--- config.mk ---
export PLATFORM = sky130hd
export DESIGN_NAME = alu_arbiter
export DESIGN_NICKNAME = d
export VERILOG_FILES = /design/src/rtl/alu_pkg.sv /design/src/rtl/alu.sv /design/src/rtl/alu_arbiter.sv
export SDC_FILE = /design/constraint.sdc
export NUM_CORES = 1
export LEC_CHECK = 0
export BUFFER_PORTS_ARGS = -buffer_cell sky130_fd_sc_hd__buf_4
export CORE_AREA = 2 2 125 127
export DETAILED_ROUTE_END_ITERATION = 6
export DIE_AREA = 0 0 127 129
export PLACE_DENSITY = 0.76
export SYNTH_ARGS = -nofsm -noshare
export SYNTH_HDL_FRONTEND = slang
export SYNTH_HIERARCHICAL = 1
export SYNTH_SLANG_ARGS = --single-unit
--- constraint.sdc ---
create_clock -name clk -period 4.2 [get_ports clk]
set_input_delay 0.42 -clock clk [delete_from_list [all_inputs] [get_ports clk]]
set_output_delay 0.42 -clock clk [all_outputs]
set_load 0.01 [all_outputs]
--- src/rtl/alu_pkg.sv ---
// alu_pkg: opcodes and FSM state encoding shared by alu and alu_arbiter.
package alu_pkg;
    localparam logic [3:0] OP_ADD = 4'h0;
    localparam logic [3:0] OP_SUB = 4'h1;
    typedef enum logic [1:0] {
        IDLE = 2'd0,
        EXEC = 2'd1,
        RESP = 2'd2
    } state_t;
endpackage

--- src/rtl/alu.sv ---
// alu: combinational ADD/SUB with carry, signed overflow, zero and negative flags.
// Illegal opcodes return a zero result with carry and overflow cleared.
module alu
    import alu_pkg::*;
#(
    parameter int WIDTH = 32
) (
    input  logic [WIDTH-1:0] a,
    input  logic [WIDTH-1:0] b,
    input  logic [3:0]       op,
    output logic [WIDTH-1:0] y,
    output logic             carry,
    output logic             overflow,
    output logic             zero,
    output logic             negative
);
    logic             is_add;
    logic             is_sub;
    logic             legal;
    logic [WIDTH-1:0] b_eff;
    logic [WIDTH:0]   sum;

    // SUB is a + ~b + 1, so carry-out doubles as the no-borrow flag
    always_comb begin
        is_add   = op == OP_ADD;
        is_sub   = op == OP_SUB;
        legal    = is_add | is_sub;
        b_eff    = is_sub ? ~b : b;
        sum      = {1'b0, a} + {1'b0, b_eff} + {{WIDTH{1'b0}}, is_sub};
        y        = legal ? sum[WIDTH-1:0] : '0;
        carry    = legal & sum[WIDTH];
        overflow = legal & (a[WIDTH-1] == b_eff[WIDTH-1]) & (y[WIDTH-1] != a[WIDTH-1]);
        zero     = y == '0;
        negative = y[WIDTH-1];
    end
endmodule

--- src/rtl/alu_arbiter.sv ---
// alu_arbiter: round-robin sharing of one alu between two valid/ready requesters.
// Optional rsp_err flag for illegal opcodes when ALU_ARB_ILLEGAL_OP_EN is defined.
module alu_arbiter
    import alu_pkg::*;
#(
    parameter int WIDTH = 32
) (
    input  logic             clk,
    input  logic             rst,
    input  logic             req0_valid,
    output logic             req0_ready,
    input  logic [WIDTH-1:0] req0_a,
    input  logic [WIDTH-1:0] req0_b,
    input  logic [3:0]       req0_op,
    input  logic             req1_valid,
    output logic             req1_ready,
    input  logic [WIDTH-1:0] req1_a,
    input  logic [WIDTH-1:0] req1_b,
    input  logic [3:0]       req1_op,
    output logic             rsp_valid,
    input  logic             rsp_ready,
    output logic             rsp_id,
    output logic [WIDTH-1:0] rsp_y,
    output logic             rsp_carry,
    output logic             rsp_overflow,
    output logic             rsp_zero,
`ifdef ALU_ARB_ILLEGAL_OP_EN
    output logic             rsp_err,
`endif
    output logic             rsp_negative
);
    state_t           state_q, state_d;
    logic             last_id_q, last_id_d;
    logic             id_q, id_d;
    logic [WIDTH-1:0] a_q, a_d, b_q, b_d;
    logic [3:0]       op_q, op_d;
    logic             rsp_valid_q, rsp_valid_d;
    logic             rsp_id_q, rsp_id_d;
    logic [WIDTH-1:0] rsp_y_q, rsp_y_d;
    logic             rsp_c_q, rsp_c_d, rsp_v_q, rsp_v_d;
    logic             rsp_z_q, rsp_z_d, rsp_n_q, rsp_n_d;
    logic [WIDTH-1:0] alu_y;
    logic             alu_c, alu_v, alu_z, alu_n;
    logic             gnt, accept, exec, done;

    alu #(.WIDTH(WIDTH)) u_alu (
        .a        (a_q),
        .b        (b_q),
        .op       (op_q),
        .y        (alu_y),
        .carry    (alu_c),
        .overflow (alu_v),
        .zero     (alu_z),
        .negative (alu_n)
    );

    // A tie goes to whichever requester was not served last
    always_comb begin
        gnt    = (req0_valid & req1_valid) ? ~last_id_q : req1_valid;
        accept = (state_q == IDLE) & (req0_valid | req1_valid);
        exec   = state_q == EXEC;
        done   = (state_q == RESP) & rsp_valid_q & rsp_ready;
    end

    always_ff @(posedge clk or posedge rst) begin
        if (rst) state_q <= IDLE;
        else     state_q <= state_d;
    end

    always_comb begin
        state_d = (state_q == IDLE) ? (accept ? EXEC : IDLE) :
                  (state_q == EXEC) ? RESP :
                  done ? IDLE : RESP;
    end

    always_comb begin
        req0_ready = accept & ~gnt;
        req1_ready = accept & gnt;
        rsp_valid    = rsp_valid_q;
        rsp_id       = rsp_id_q;
        rsp_y        = rsp_y_q;
        rsp_carry    = rsp_c_q;
        rsp_overflow = rsp_v_q;
        rsp_zero     = rsp_z_q;
        rsp_negative = rsp_n_q;
    end

    always_comb begin
        a_d         = accept ? (gnt ? req1_a : req0_a) : a_q;
        b_d         = accept ? (gnt ? req1_b : req0_b) : b_q;
        op_d        = accept ? (gnt ? req1_op : req0_op) : op_q;
        id_d        = accept ? gnt : id_q;
        last_id_d   = accept ? gnt : last_id_q;
        rsp_valid_d = exec | (rsp_valid_q & ~done);
        rsp_id_d    = exec ? id_q : rsp_id_q;
        rsp_y_d     = exec ? alu_y : rsp_y_q;
        rsp_c_d     = exec ? alu_c : rsp_c_q;
        rsp_v_d     = exec ? alu_v : rsp_v_q;
        rsp_z_d     = exec ? alu_z : rsp_z_q;
        rsp_n_d     = exec ? alu_n : rsp_n_q;
    end

    always_ff @(posedge clk or posedge rst) begin
        if (rst) begin
            a_q         <= '0;
            b_q         <= '0;
            op_q        <= '0;
            id_q        <= 1'b0;
            last_id_q   <= 1'b1;
            rsp_valid_q <= 1'b0;
            rsp_id_q    <= 1'b0;
            rsp_y_q     <= '0;
            rsp_c_q     <= 1'b0;
            rsp_v_q     <= 1'b0;
            rsp_z_q     <= 1'b0;
            rsp_n_q     <= 1'b0;
        end else begin
            a_q         <= a_d;
            b_q         <= b_d;
            op_q        <= op_d;
            id_q        <= id_d;
            last_id_q   <= last_id_d;
            rsp_valid_q <= rsp_valid_d;
            rsp_id_q    <= rsp_id_d;
            rsp_y_q     <= rsp_y_d;
            rsp_c_q     <= rsp_c_d;
            rsp_v_q     <= rsp_v_d;
            rsp_z_q     <= rsp_z_d;
            rsp_n_q     <= rsp_n_d;
        end
    end

`ifdef ALU_ARB_ILLEGAL_OP_EN
    logic rsp_err_q, rsp_err_d;

    always_comb begin
        rsp_err_d = exec ? (op_q > OP_SUB) : rsp_err_q;
        rsp_err   = rsp_err_q;
    end

    always_ff @(posedge clk or posedge rst) begin
        if (rst) rsp_err_q <= 1'b0;
        else     rsp_err_q <= rsp_err_d;
    end
`endif
endmodule
Yosys cells after proc, flatten, opt, wreduce, memory -nomap -nowiden
Index checks and enable logic that the tools add are counted.

Register bits: 110. Logic and storage cells: 50. Latch bits: 0. Bits in writable memories: 0. Memories: 0. Bits in read-only memories: 0.

Order comparisons: 0. $mul: 0. Mux-type cells: 10. Add/sub/neg operators: 2. Reduce and logical (&&, ||, !) cells: 3. Shift-type cells: 0. Bitwise gates (word level): 17. Div/mod/pow operators: 0. Equal/unequal tests: 5.

Operator list (number): 32-bit 2-to-1 mux (4); 32-bit by 32-bit adder with 33-bit output (1); 33-bit by 1-bit adder with 33-bit output (1); 32-bit logical NOT (1); 32-bit inverter (1); 1-bit bitwise AND (10); 2-bit 2-to-1 mux (3); 4-bit by 1-bit equality test with 1-bit output, second input constant (1); 4-bit logical NOT (1); 4-bit 2-to-1 mux (1); 1-bit inverter (3); 1-bit bitwise OR (3); 2-bit by 1-bit equality test with 1-bit output, second input constant (1); 2-bit equality test, second input constant (1); 2-bit logical NOT (1); 1-bit 2-to-1 mux (2); 1-bit equality test (1); 1-bit != test (1).

Longest topological paths before layout
Gate-level depths: netlist of the first run.

Depth after elaboration: 7. Mapped depth: 18. Gate-level depth less buffers: 16.

By module
The synthesis of the first run kept the hierarchy.

By module, submodules not included: alu_arbiter (instances 1, cells an instance 337, sequential area each 2753.9 um^2, area an instance 4650.7 um^2); alu (instances 1, cells an instance 362, sequential area each 0.0 um^2, area an instance 2555.0 um^2).

Least setup slack after synthesis of the first run
Ideal clock, no wire load.

Path kind: flip-flop to flip-flop. From: register op_q[3]. To: register rsp_z_q, in the netlist rsp_zero. Arrival time: 4.479 ns. Period minus slack after synthesis: 4.544 ns. Path buffers: 3. Stages on the path, launching flop included: 19. Slack: -0.344 ns. Library setup time: 0.065 ns. Cell sequence: dfrtp_1 > nor3_1 > clkbuf_1 > nand2_1 > buf_1 > xnor2_1 > ha_1 > buf_2 > nand3_1 > a21oi_1 > o2111ai_1 > a31oi_1 > a221oi_2 > o41ai_1 > xnor2_1 > nor2_1 > or4_4 > nor4_2 > mux2_2.

Longest elaborated chain between the ends: 6. Elaborated cells on any way between the ends: 8. Classes of those cells: 2 x add/sub; 1 x eq/ne; 2 x mux; 1 x bitwise; 2 x reduce/logical.

RTL lines: start: declaration (line alu_arbiter.sv:36) `logic [3:0] op_q, op_d;`; start signal: assignment (line alu_arbiter.sv:120) `op_q <= op_d;`; 4-bit by 1-bit equality test with 1-bit output (line alu.sv:26) `is_sub = op == OP_SUB;`; 32-bit 2-to-1 mux (line alu.sv:28) `b_eff = is_sub ? ~b : b;`; 32-bit by 32-bit adder with 33-bit output (line alu.sv:29) `sum = {1'b0, a} + {1'b0, b_eff} + {{WIDTH{1'b0}}, is_sub};`; 33-bit by 1-bit adder with 33-bit output (line alu.sv:29); 32-bit 2-to-1 mux * (line alu.sv:30) `y = legal ? sum[WIDTH-1:0] : '0;`; net alu_y[30] (line alu_arbiter.sv:42) `logic [WIDTH-1:0] alu_y;`; 32-bit logical NOT * (line alu.sv:33) `zero = y == '0;`; net alu_z (line alu_arbiter.sv:43) `logic alu_c, alu_v, alu_z, alu_n;`; end signal: assignment (line alu_arbiter.sv:128) `rsp_z_q <= rsp_z_d;`; end: declaration (line alu_arbiter.sv:41) `logic rsp_z_q, rsp_z_d, rsp_n_q, rsp_n_d;`.

The timed path passes the listed nets; every way through them passes the cells marked *. A chain may end at the register's enable or synchronous reset.

Final worst setup path of the first run
From: register op_q[2]. To: register rsp_z_q, in the netlist rsp_zero.

Longest elaborated chain between the ends: 6. Elaborated cells on any way between the ends: 8. Classes of those cells: 2 x add/sub; 1 x eq/ne; 2 x mux; 1 x bitwise; 2 x reduce/logical.

RTL lines (line): 4-bit by 1-bit equality test with 1-bit output (alu.sv:26); 32-bit 2-to-1 mux (alu.sv:28); 32-bit by 32-bit adder with 33-bit output (alu.sv:29); 33-bit by 1-bit adder with 33-bit output (alu.sv:29); 32-bit 2-to-1 mux * (alu.sv:30); 32-bit logical NOT * (alu.sv:33); net alu_z (alu_arbiter.sv:43).

Marks and branches as above.

==> results of run 1 <==
stage by stage:
step | area (um2) | utilization [%]
3_3_place_gp | 8690 | 58.0
4_1_cts | 9000 | 60.1
6_report | 9420 | 62.9
2_1_floorplan | 7220 | -
3_5_place_dp | 8690 | 58.0
5_1_grt | 9420 | 62.9
layout by cell type, fill, tap and decap left out, types with 10 or more instances in the layout:
master | synthesis | layout
a21o_1 | 22 | 22
a21oi_1 | 36 | 29
a221o_1 | 68 | 68
buf_4 | 2 | 211
clkbuf_16 | 0 | 10
dfrtp_1 | 109 | 109
ha_1 | 38 | 32
mux2_2 | 37 | 36
nand2_1 | 26 | 24
nor2_1 | 43 | 42
o21a_1 | 74 | 74
o21ai_0 | 20 | 17
xnor2_1 | 47 | 37
xnor2_2 | 0 | 10
xor2_1 | 13 | 12
registers in the layout, indices dropped and copies added (netlist names):
register,flops
last_id_q,1
state_q,2
op_q,4
rsp_valid,1
rsp_overflow,1
rsp_y,32
b_q,32
a_q,32
rsp_carry,1
rsp_negative,1
rsp_zero,1
rsp_id,1
id_q,1
critical path, stage by stage (launching register included):
cell,delay (ns)
dfrtp_1,0.42
nor3_4,0.22
nand2_4,0.15
buf_8,0.18
xnor2_1,0.27
ha_1,0.35
a21oi_2,0.23
o211ai_1,0.14
a21boi_2,0.19
a31oi_2,0.12
a221oi_2,0.35
buf_4,0.18
xor2_2,0.16
a31oi_1,0.11
or4_4,0.56
nor4_4,0.27
mux2_4,0.18
path summary, 6_finish.rpt:
kind,startpoint,to,slack (ns)
setup / recovery,op_q[2]$_DFFE_PP0P_,rsp_zero$_DFFE_PP0N_,0.06
hold / removal,rst,rsp_y[24]$_DFFE_PP0N_,0.26
setup reg to reg,op_q[2]$_DFFE_PP0P_,rsp_zero$_DFFE_PP0N_,0.06
hold reg to reg,id_q$_DFFE_PP0P_,id_q$_DFFE_PP0P_,0.48
max in group asynchronous,rst,last_id_q$_DFFE_PP1P_,2.88
min in group clk,req1_a[30],a_q[30]$_DFFE_PP0P_,0.28
kinds of logic after synthesis:
kind of cell | share of synthesized area, %
flops | 38.2
fa+ha+maj | 6.88
xor+xnor | 7.29
simple gates | 8.49
compound gates | 28.9
mux | 6.06
buf+inv | 4.20
area by class of cell:
class / instances / area, um2
Timing Repair Buffer: 216 / 1660
Inverter: 10 / 40.0
Tap cell: 188 / 235
Sequential cell: 110 / 2750
Multi-Input combinational cell: 527 / 4420
Clock buffer: 10 / 239
Clock inverter: 6 / 68.8
Fill cell: 1234 / 5560
layer usage:
layer | GRT usage [%] | vias to the layer above
met5 | 0 | -
met4 | 6.72 | 0
met3 | 3.24 | 26
met2 | 35.5 | 245
met1 | 36.9 | 3145
li1 | - | 3006
what timing repair did:
item | in CTS | in global routing
pin swaps | 0 | 31
endpoints found under the setup margin | 1 | 3
buffers inserted | 0 | 16
cloned | 0 | 1
gates resized for setup | 1 | 55
power by group through the flow:
stage	Sequential (mW)	Combinational (mW)	Clock, mW
floorplan	1.81	4.27	0
global placement	1.89	5.65	0
detailed placement	1.89	5.69	0
CTS	1.88	5.74	0.899
global route	1.96	7.08	0.939
finish	1.90	6.53	0.882
==> results.toml, run 1 <==
[run_status]
status = "completed"

[logic_synthesis]
netlist_instances = 699
yosys.cell_types.count = 67
synth_area_leaders = "dfrtp_1 38%, a221o_1 9.4%, o21a_1 7.7%, ha_1 6.6%, mux2_2 5.8%"
synth_edf_count = 0
ys_seq_area_share_pct = 38.2
ys_ff_latch = 110
yosys.area.top_type_share_pct = 37.9
async_flop_share_pct = 100
yosysWarnings = 6
mappedNetlistNets = 879
mappedNetlistArea_mm2 = 0.00721
synthTopCellsByCount = "109 x dfrtp_1, 74 x o21a_1, 68 x a221o_1, 47 x xnor2_1, 43 x nor2_1"
yosysTopAreaCell = "dfrtp_1"
yosysMostFrequentCell = "dfrtp_1"
synth_ff_type = "dfrtp_1"
syn_area_per_cell_um2 = 10.3

[detailed_routing]
postRouteAntennaNets = 0
wl_per_cell_um = 18.7
routedLengthMet1_mm = 9.52
drt-initial-drc-count = 505
wl_met3_mm = 1.24
via_per_inst = 6.02
drcViolationCount = 0
routed.top_layer = "met4"
wl_met2_mm = 8.90
wl_mm = 20.0
vias = 6422
firstDrtPassIters = 5

[die]
start_util_pct = 48.1
die_w_um = 127
rows = 45
core_area_mm2 = 0.0150
die-area_mm2 = 0.0164
ios = 181
die-height_um = 129

[power_and_ir_drop]
clock_power_share_pct = 9.5
p_per_area_mw_per_mm2 = 988
vdd_drop_max_uv = 404
comb_power_share_pct = 70.1
swShare_pct = 45.8
p_seq_share_pct = 20.4
power.internal_mw = 5.04
total_power_mw = 9.31
p_sw_mw = 4.26
p_leak_nw = 4.50

[timing]
fin_crit_sh_pct = 98.6
finalHoldViolations = 0
timing.hold.ws_ns = 0.264
rsz0062_at_grt = "true"
finalSetupTns_ns = 0
setup_viol = 0
slew_headroom_pct = 28.6
finClkSkew_ns = 0.00820
worstMarginPinSlew_ns = 1.07
fin_ws_ns = 0.0567
clock.fmax_ghz = 0.241
min_period_ns = 4.14
drv_slew = 0

[place]
hpwl_mm = 14.8
io_buffers = 180
place_ws_ns = -0.105
place_inst = 1034
routabilityCongestion = 0.980

[finish]
antennaDiodeCount = 0
stdcell_count = 1067
final_nets = 1054
drive_gt1_share_pct = 37.7
area_growth_pct = 30.7

[global_route]
antenna_found_initial = 0
track_usage_pct = 24.0
grt_first_pass_wirelength_mm = 31.7
grt_pass1_vias = 6023
grt_overflow = 0
grt_max_degree = 72

[critical_path]
critical_path_class = "flop to flop"
worst_setup_path_start_kind = "flop"
r2r_cells = 16
crit_path_end_kind = "flop"
critical_path_required_ns = 4.49
cp.arrival_ns = 4.44
critPathMaxFanout = 7

[clock_tree]
cts.clk_slew.worst_paths_ns = 0.07
hold_buffers = 0
tritoncts = "yes"
insertion_delay_ns = 0.36
cts-root-buf = "clkbuf_16"
htree_num_levels = 3
cts_buffers = 9
clock-sinks = 110
cts_buffer_depth = 2

[worst_hold_path]
min_path_type = "input pin to async pin"

[flow_run]
drv_cap = 0
Power figures use the tool's default switching activity.
==> run 2, diff against run 1 <==
- BUFFER_PORTS_ARGS: -buffer_cell sky130_fd_sc_hd__buf_4 -> -buffer_cell sky130_fd_sc_hd__buf_2
==> run 2 against run 1 <==
Effect of this change: wire length down 0.78%; die area did not move; utilization down 3.7 points; maximum frequency grew 0.27%; global-route usage about the same; first-iteration DRC count decreased by 12%; total power fell by 2.7%; final cell count fell by 0.19%; clock-buffer cell count shrank 1; critical path type unchanged; largest cell class unchanged.
==> results.toml, run 2 (synthesis results as in run 1) <==
[die]
core_area_mm2 = 0.0150
ios = 181
die-height_um = 129
die_w_um = 127
start_util_pct = 48.1
die-area_mm2 = 0.0164
rows = 45

[finish]
area_growth_pct = 23.0
stdcell_area_mm2 = 0.00886
antennaDiodeCount = 0
drive_gt1_share_pct = 35.9
final_cell_mix = "180 x buf_2, 109 x dfrtp_1, 74 x o21a_1"
final_common_cell = "buf_2"
fillers = 1299
final_nets = 1052
fin_util_pct = 59.2

[global_route]
grt_overflow = 0
grt_max_degree = 47
track_usage_pct = 24.0
antenna_found_initial = 0
grt_first_pass_wirelength_mm = 31.2
grt_pass1_vias = 6111

[timing]
fin_ws_ns = 0.0677
clock.fmax_ghz = 0.242
finalHoldViolations = 0
fin_crit_sh_pct = 98.4
setup_viol = 0
slew_headroom_pct = 33.0
finClkSkew_ns = 0.00981
min_period_ns = 4.13
drv_slew = 0
worstMarginPinSlew_ns = 1.00

[flow_run]
drv_cap = 0

[clock_tree]
cts-root-buf = "clkbuf_16"
tritoncts = "yes"
clock-sinks = 110
htree_num_levels = 3
cts.clk_slew.worst_paths_ns = 0.08
cts_buffer_depth = 2
insertion_delay_ns = 0.36
cts_buffers = 9

[detailed_routing]
via_per_inst = 5.93
drcViolationCount = 0
drt-initial-drc-count = 443
firstDrtPassIters = 5
wl_mm = 19.8
vias = 6311
wl_per_cell_um = 18.6
postRouteAntennaNets = 0

[place]
routabilityCongestion = 0.953
io_buffers = 180
hpwl_mm = 14.9
place_area_mm2 = 0.00827
place_ws_ns = 0.0465

[run_status]
status = "completed"

[critical_path]
crit_path_end_kind = "flop"
critical_path_class = "flop to flop"
worst_setup_path_start_kind = "flop"
r2r_cells = 18
cp.arrival_ns = 4.43
critical_path_required_ns = 4.50
critPathMaxFanout = 4

[power_and_ir_drop]
p_leak_nw = 4.32
vdd_drop_max_uv = 471
p_per_area_mw_per_mm2 = 1020

[worst_hold_path]
min_path_type = "input pin to async pin"
==> run 2: worst paths after layout <==
kind | end | start | slack (ns)
max | rsp_zero$_DFFE_PP0N_ | op_q[1]$_DFFE_PP0P_ | 0.07
min | rsp_y[28]$_DFFE_PP0N_ | rst | 0.07
max reg2reg | rsp_zero$_DFFE_PP0N_ | op_q[1]$_DFFE_PP0P_ | 0.07
min reg2reg | id_q$_DFFE_PP0P_ | id_q$_DFFE_PP0P_ | 0.47
max in group asynchronous | a_q[8]$_DFFE_PP0P_ | rst | 3.18
min in group clk | b_q[1]$_DFFE_PP0P_ | req1_b[1] | 0.28
==> run 2: per-stage QoR <==
stage	setup TNS [ns]	hold slack (ns)	power [mW]	cells
after global placement	0	0.455	7.54	1037
final	0	0.0674	9.06	1065
after global routing	-0.153	0.0976	9.73	1065
after detailed placement	0	0.463	7.56	1037
after floorplan	0	0.446	6.08	699
after CTS	0	0.0812	8.52	1053
==> run 2: final cells by class <==
class                           instances  area [um2]  area share [%]
Inverter                               10        40.0           0.452
Sequential cell                       110        2750            31.1
Tap cell                              188         235            2.65
Timing Repair Buffer                  214        1190            13.4
Multi-Input combinational cell        527        4340            48.9
Clock buffer                            9         225            2.54
Clock inverter                          7        87.6           0.988
==> run 2: power by group <==
part           total [mW]  switching [mW]  internal, mW
combinational        6.28            3.44          2.84
sequential           1.88           0.373          1.50
clock               0.904           0.426         0.478
==> run 2: metal layers <==
layer	GRT usage, %	share of wire, %	vias to the layer above
met4	6.40	1.5	0
met2	35.7	45	269
li1	-	-	3006
met3	4.20	6.6	23
met5	0	0	-
met1	36.2	47	3013
==> run 2: timing repair <==
action | in CTS | in global routing
setup endpoints to repair | 1 | 3
cloned | 0 | 1
gates resized for setup | 1 | 31
pin swaps | 0 | 16
hold buffers | 0 | 0
buffers inserted | 0 | 11
==> run 2: worst max-delay path, cell delays in order (launching register included) <==
cell and delay, ns:
dfrtp_1 0.40, nor3_2 0.23, nand2_2 0.13, buf_4 0.16
xnor2_2 0.16, inv_1 0.09, fa_2 0.39, nand2b_4 0.17
a21oi_4 0.19, o2111ai_4 0.13, a31oi_2 0.24, a221oi_2 0.11
buf_4 0.15, o41ai_4 0.36, xnor2_1 0.17, nor2_1 0.08
or4_4 0.46, nor4_4 0.27, mux2_2 0.18
==> run 3, diff against run 2 <==
- CAP_MARGIN: not set -> 5
- CORE_AREA: 2 2 125 127 -> 2 2 118 120
- DIE_AREA: 0 0 127 129 -> 0 0 120 122
- HOLD_SLACK_MARGIN: not set -> 0.06
- PLACE_DENSITY: 0.76 -> 0.81
- clock period: 4.2 -> 5.05 ns (I/O delays scaled with it)
==> run 3 against run 2 <==
Effect of this change: die area fell by 11%; worst hold slack improved by 0.20 ns; global-route usage rose by 1.6 points; via count fell by 2.2%; combinational power fell by 26%; non-clock buffer count fell by 26; total power fell by 24%; clock power fell by 23%.
==> results.toml, run 3 (synthesis results as in run 1) <==
[power_and_ir_drop]
p_leak_nw = 4.10
p_sw_mw = 3.21
p_seq_share_pct = 22.4
swShare_pct = 46.5
comb_power_share_pct = 67.5
total_power_mw = 6.92
clock_power_share_pct = 10.1
vdd_drop_max_uv = 300
p_per_area_mw_per_mm2 = 820
power.internal_mw = 3.70

[timing]
timing.hold.ws_ns = 0.271
fin_crit_sh_pct = 90.8
slew_headroom_pct = 33.3
finalSetupTns_ns = 0
finalHoldViolations = 0
finClkSkew_ns = 0.00850
min_period_ns = 4.58
setup_viol = 0
rsz0062_at_grt = "false"
drv_slew = 0
clock.fmax_ghz = 0.218
fin_ws_ns = 0.465
worstMarginPinSlew_ns = 1.00

[place]
place_inst = 1015
routabilityCongestion = 1.06
io_buffers = 180
hpwl_mm = 14.1
place_ws_ns = 0.341

[detailed_routing]
wl_per_cell_um = 17.8
drt-initial-drc-count = 429
firstDrtPassIters = 7
vias = 6172
wl_mm = 18.3
via_per_inst = 5.99
drcViolationCount = 0
postRouteAntennaNets = 0

[global_route]
antenna_found_initial = 0
grt_first_pass_wirelength_mm = 29.6
grt_pass1_vias = 5829
track_usage_pct = 25.6
grt_max_degree = 71
grt_overflow = 0

[critical_path]
critPathTopFamily = "simple AND/OR/NAND/NOR gates"
cp.arrival_ns = 4.88
critical_path_depth = 16
path_cells = "nor3_1, nand2_2, xnor2_1, inv_1, fa_1, nand2b_1, a21oi_1, o2111ai_1, a31oi_1, a221oi_2, o41ai_2, xnor2_1, nor2_1, or4_4, nor4_2, mux2_2"
r2r_cells = 16
critPathMaxFanout = 15
critical_path_class = "flop to flop"
crit_path_end_kind = "flop"
reg2reg_from = "op_q[3]$_DFFE_PP0P_"
path_common_cell = "xnor2_1"
critical_path_required_ns = 5.35
crit_slowest_cell = "or4_4"
crit_buf_inv = 1
max_stage_delay_ns = 0.57
cp-startpoint = "op_q[3]$_DFFE_PP0P_"
worst_setup_path_start_kind = "flop"

[finish]
drive_gt1_share_pct = 30.7
area_growth_pct = 17.1
final_common_cell = "buf_2"
multi_input_area_mm2 = 0.00417
final_nets = 1026
stdcell_count = 1031
antennaDiodeCount = 0
regArea_mm2 = 0.00275
fillers = 1162
final_cell_mix = "180 x buf_2, 109 x dfrtp_1, 74 x o21a_1"

[clock_tree]
cts_buffer_depth = 2
cts-root-buf = "clkbuf_16"
htree_num_levels = 3
cts_buffers = 9
cts.clk_slew.worst_paths_ns = 0.06
clock-sinks = 110
insertion_delay_ns = 0.36
tritoncts = "yes"

[die]
start_util_pct = 53.4
ios = 181
die-height_um = 122
core_area_mm2 = 0.0135
rows = 43
die_w_um = 120
die-area_mm2 = 0.0146

[flow_run]
drv_cap = 0

[worst_hold_path]
min_path_type = "input pin to async pin"

[run_status]
status = "completed"
run 3: power by group through the flow:
stage,Sequential (mW),Combinational [mW],Clock [mW]
final,1.55,4.67,0.698
after global routing,1.60,5.12,0.743
after CTS,1.55,4.59,0.711
after detailed placement,1.57,4.56,0
after global placement,1.56,4.51,0
after floorplan,1.51,3.55,0
run 3: final timing paths:
kind,to,slack (ns)
max,rsp_zero$_DFFE_PP0N_,0.47
min,rsp_id$_DFFE_PP0N_,0.27
max reg2reg,rsp_zero$_DFFE_PP0N_,0.47
min reg2reg,id_q$_DFFE_PP0P_,0.48
max in group asynchronous,a_q[19]$_DFFE_PP0P_,3.69
min in group clk,b_q[24]$_DFFE_PP0P_,0.37
run 3: layout make-up:
type / count / share of cell area, %
Tap cell: 180 / 2.67
Inverter: 10 / 0.474
Sequential cell: 110 / 32.6
Clock buffer: 14 / 3.01
Clock inverter: 2 / 0.415
Multi-Input combinational cell: 527 / 49.4
Timing Repair Buffer: 188 / 11.4
run 3: routing by layer:
metal,GRT usage (%),vias to the layer above,share of wire (%)
li1,-,2955,-
met1,37.7,2956,48
met4,8.82,0,1.9
met2,38.0,240,43
met5,0,-,0
met3,4.82,21,7.4
run 3: repair_timing:
action                                  CTS  global route
hold buffers                              0             0
endpoints found under the setup margin    0             1
buffers inserted                          0             0
gates resized for setup                   0             1
run 3: per-stage QoR:
step / instance area (um2) / utilization, %
global route: 8440 / 62.5
CTS: 8430 / 62.4
floorplan: 7210 / -
global placement: 8140 / 60.3
finish: 8440 / 62.5
detailed placement: 8140 / 60.3
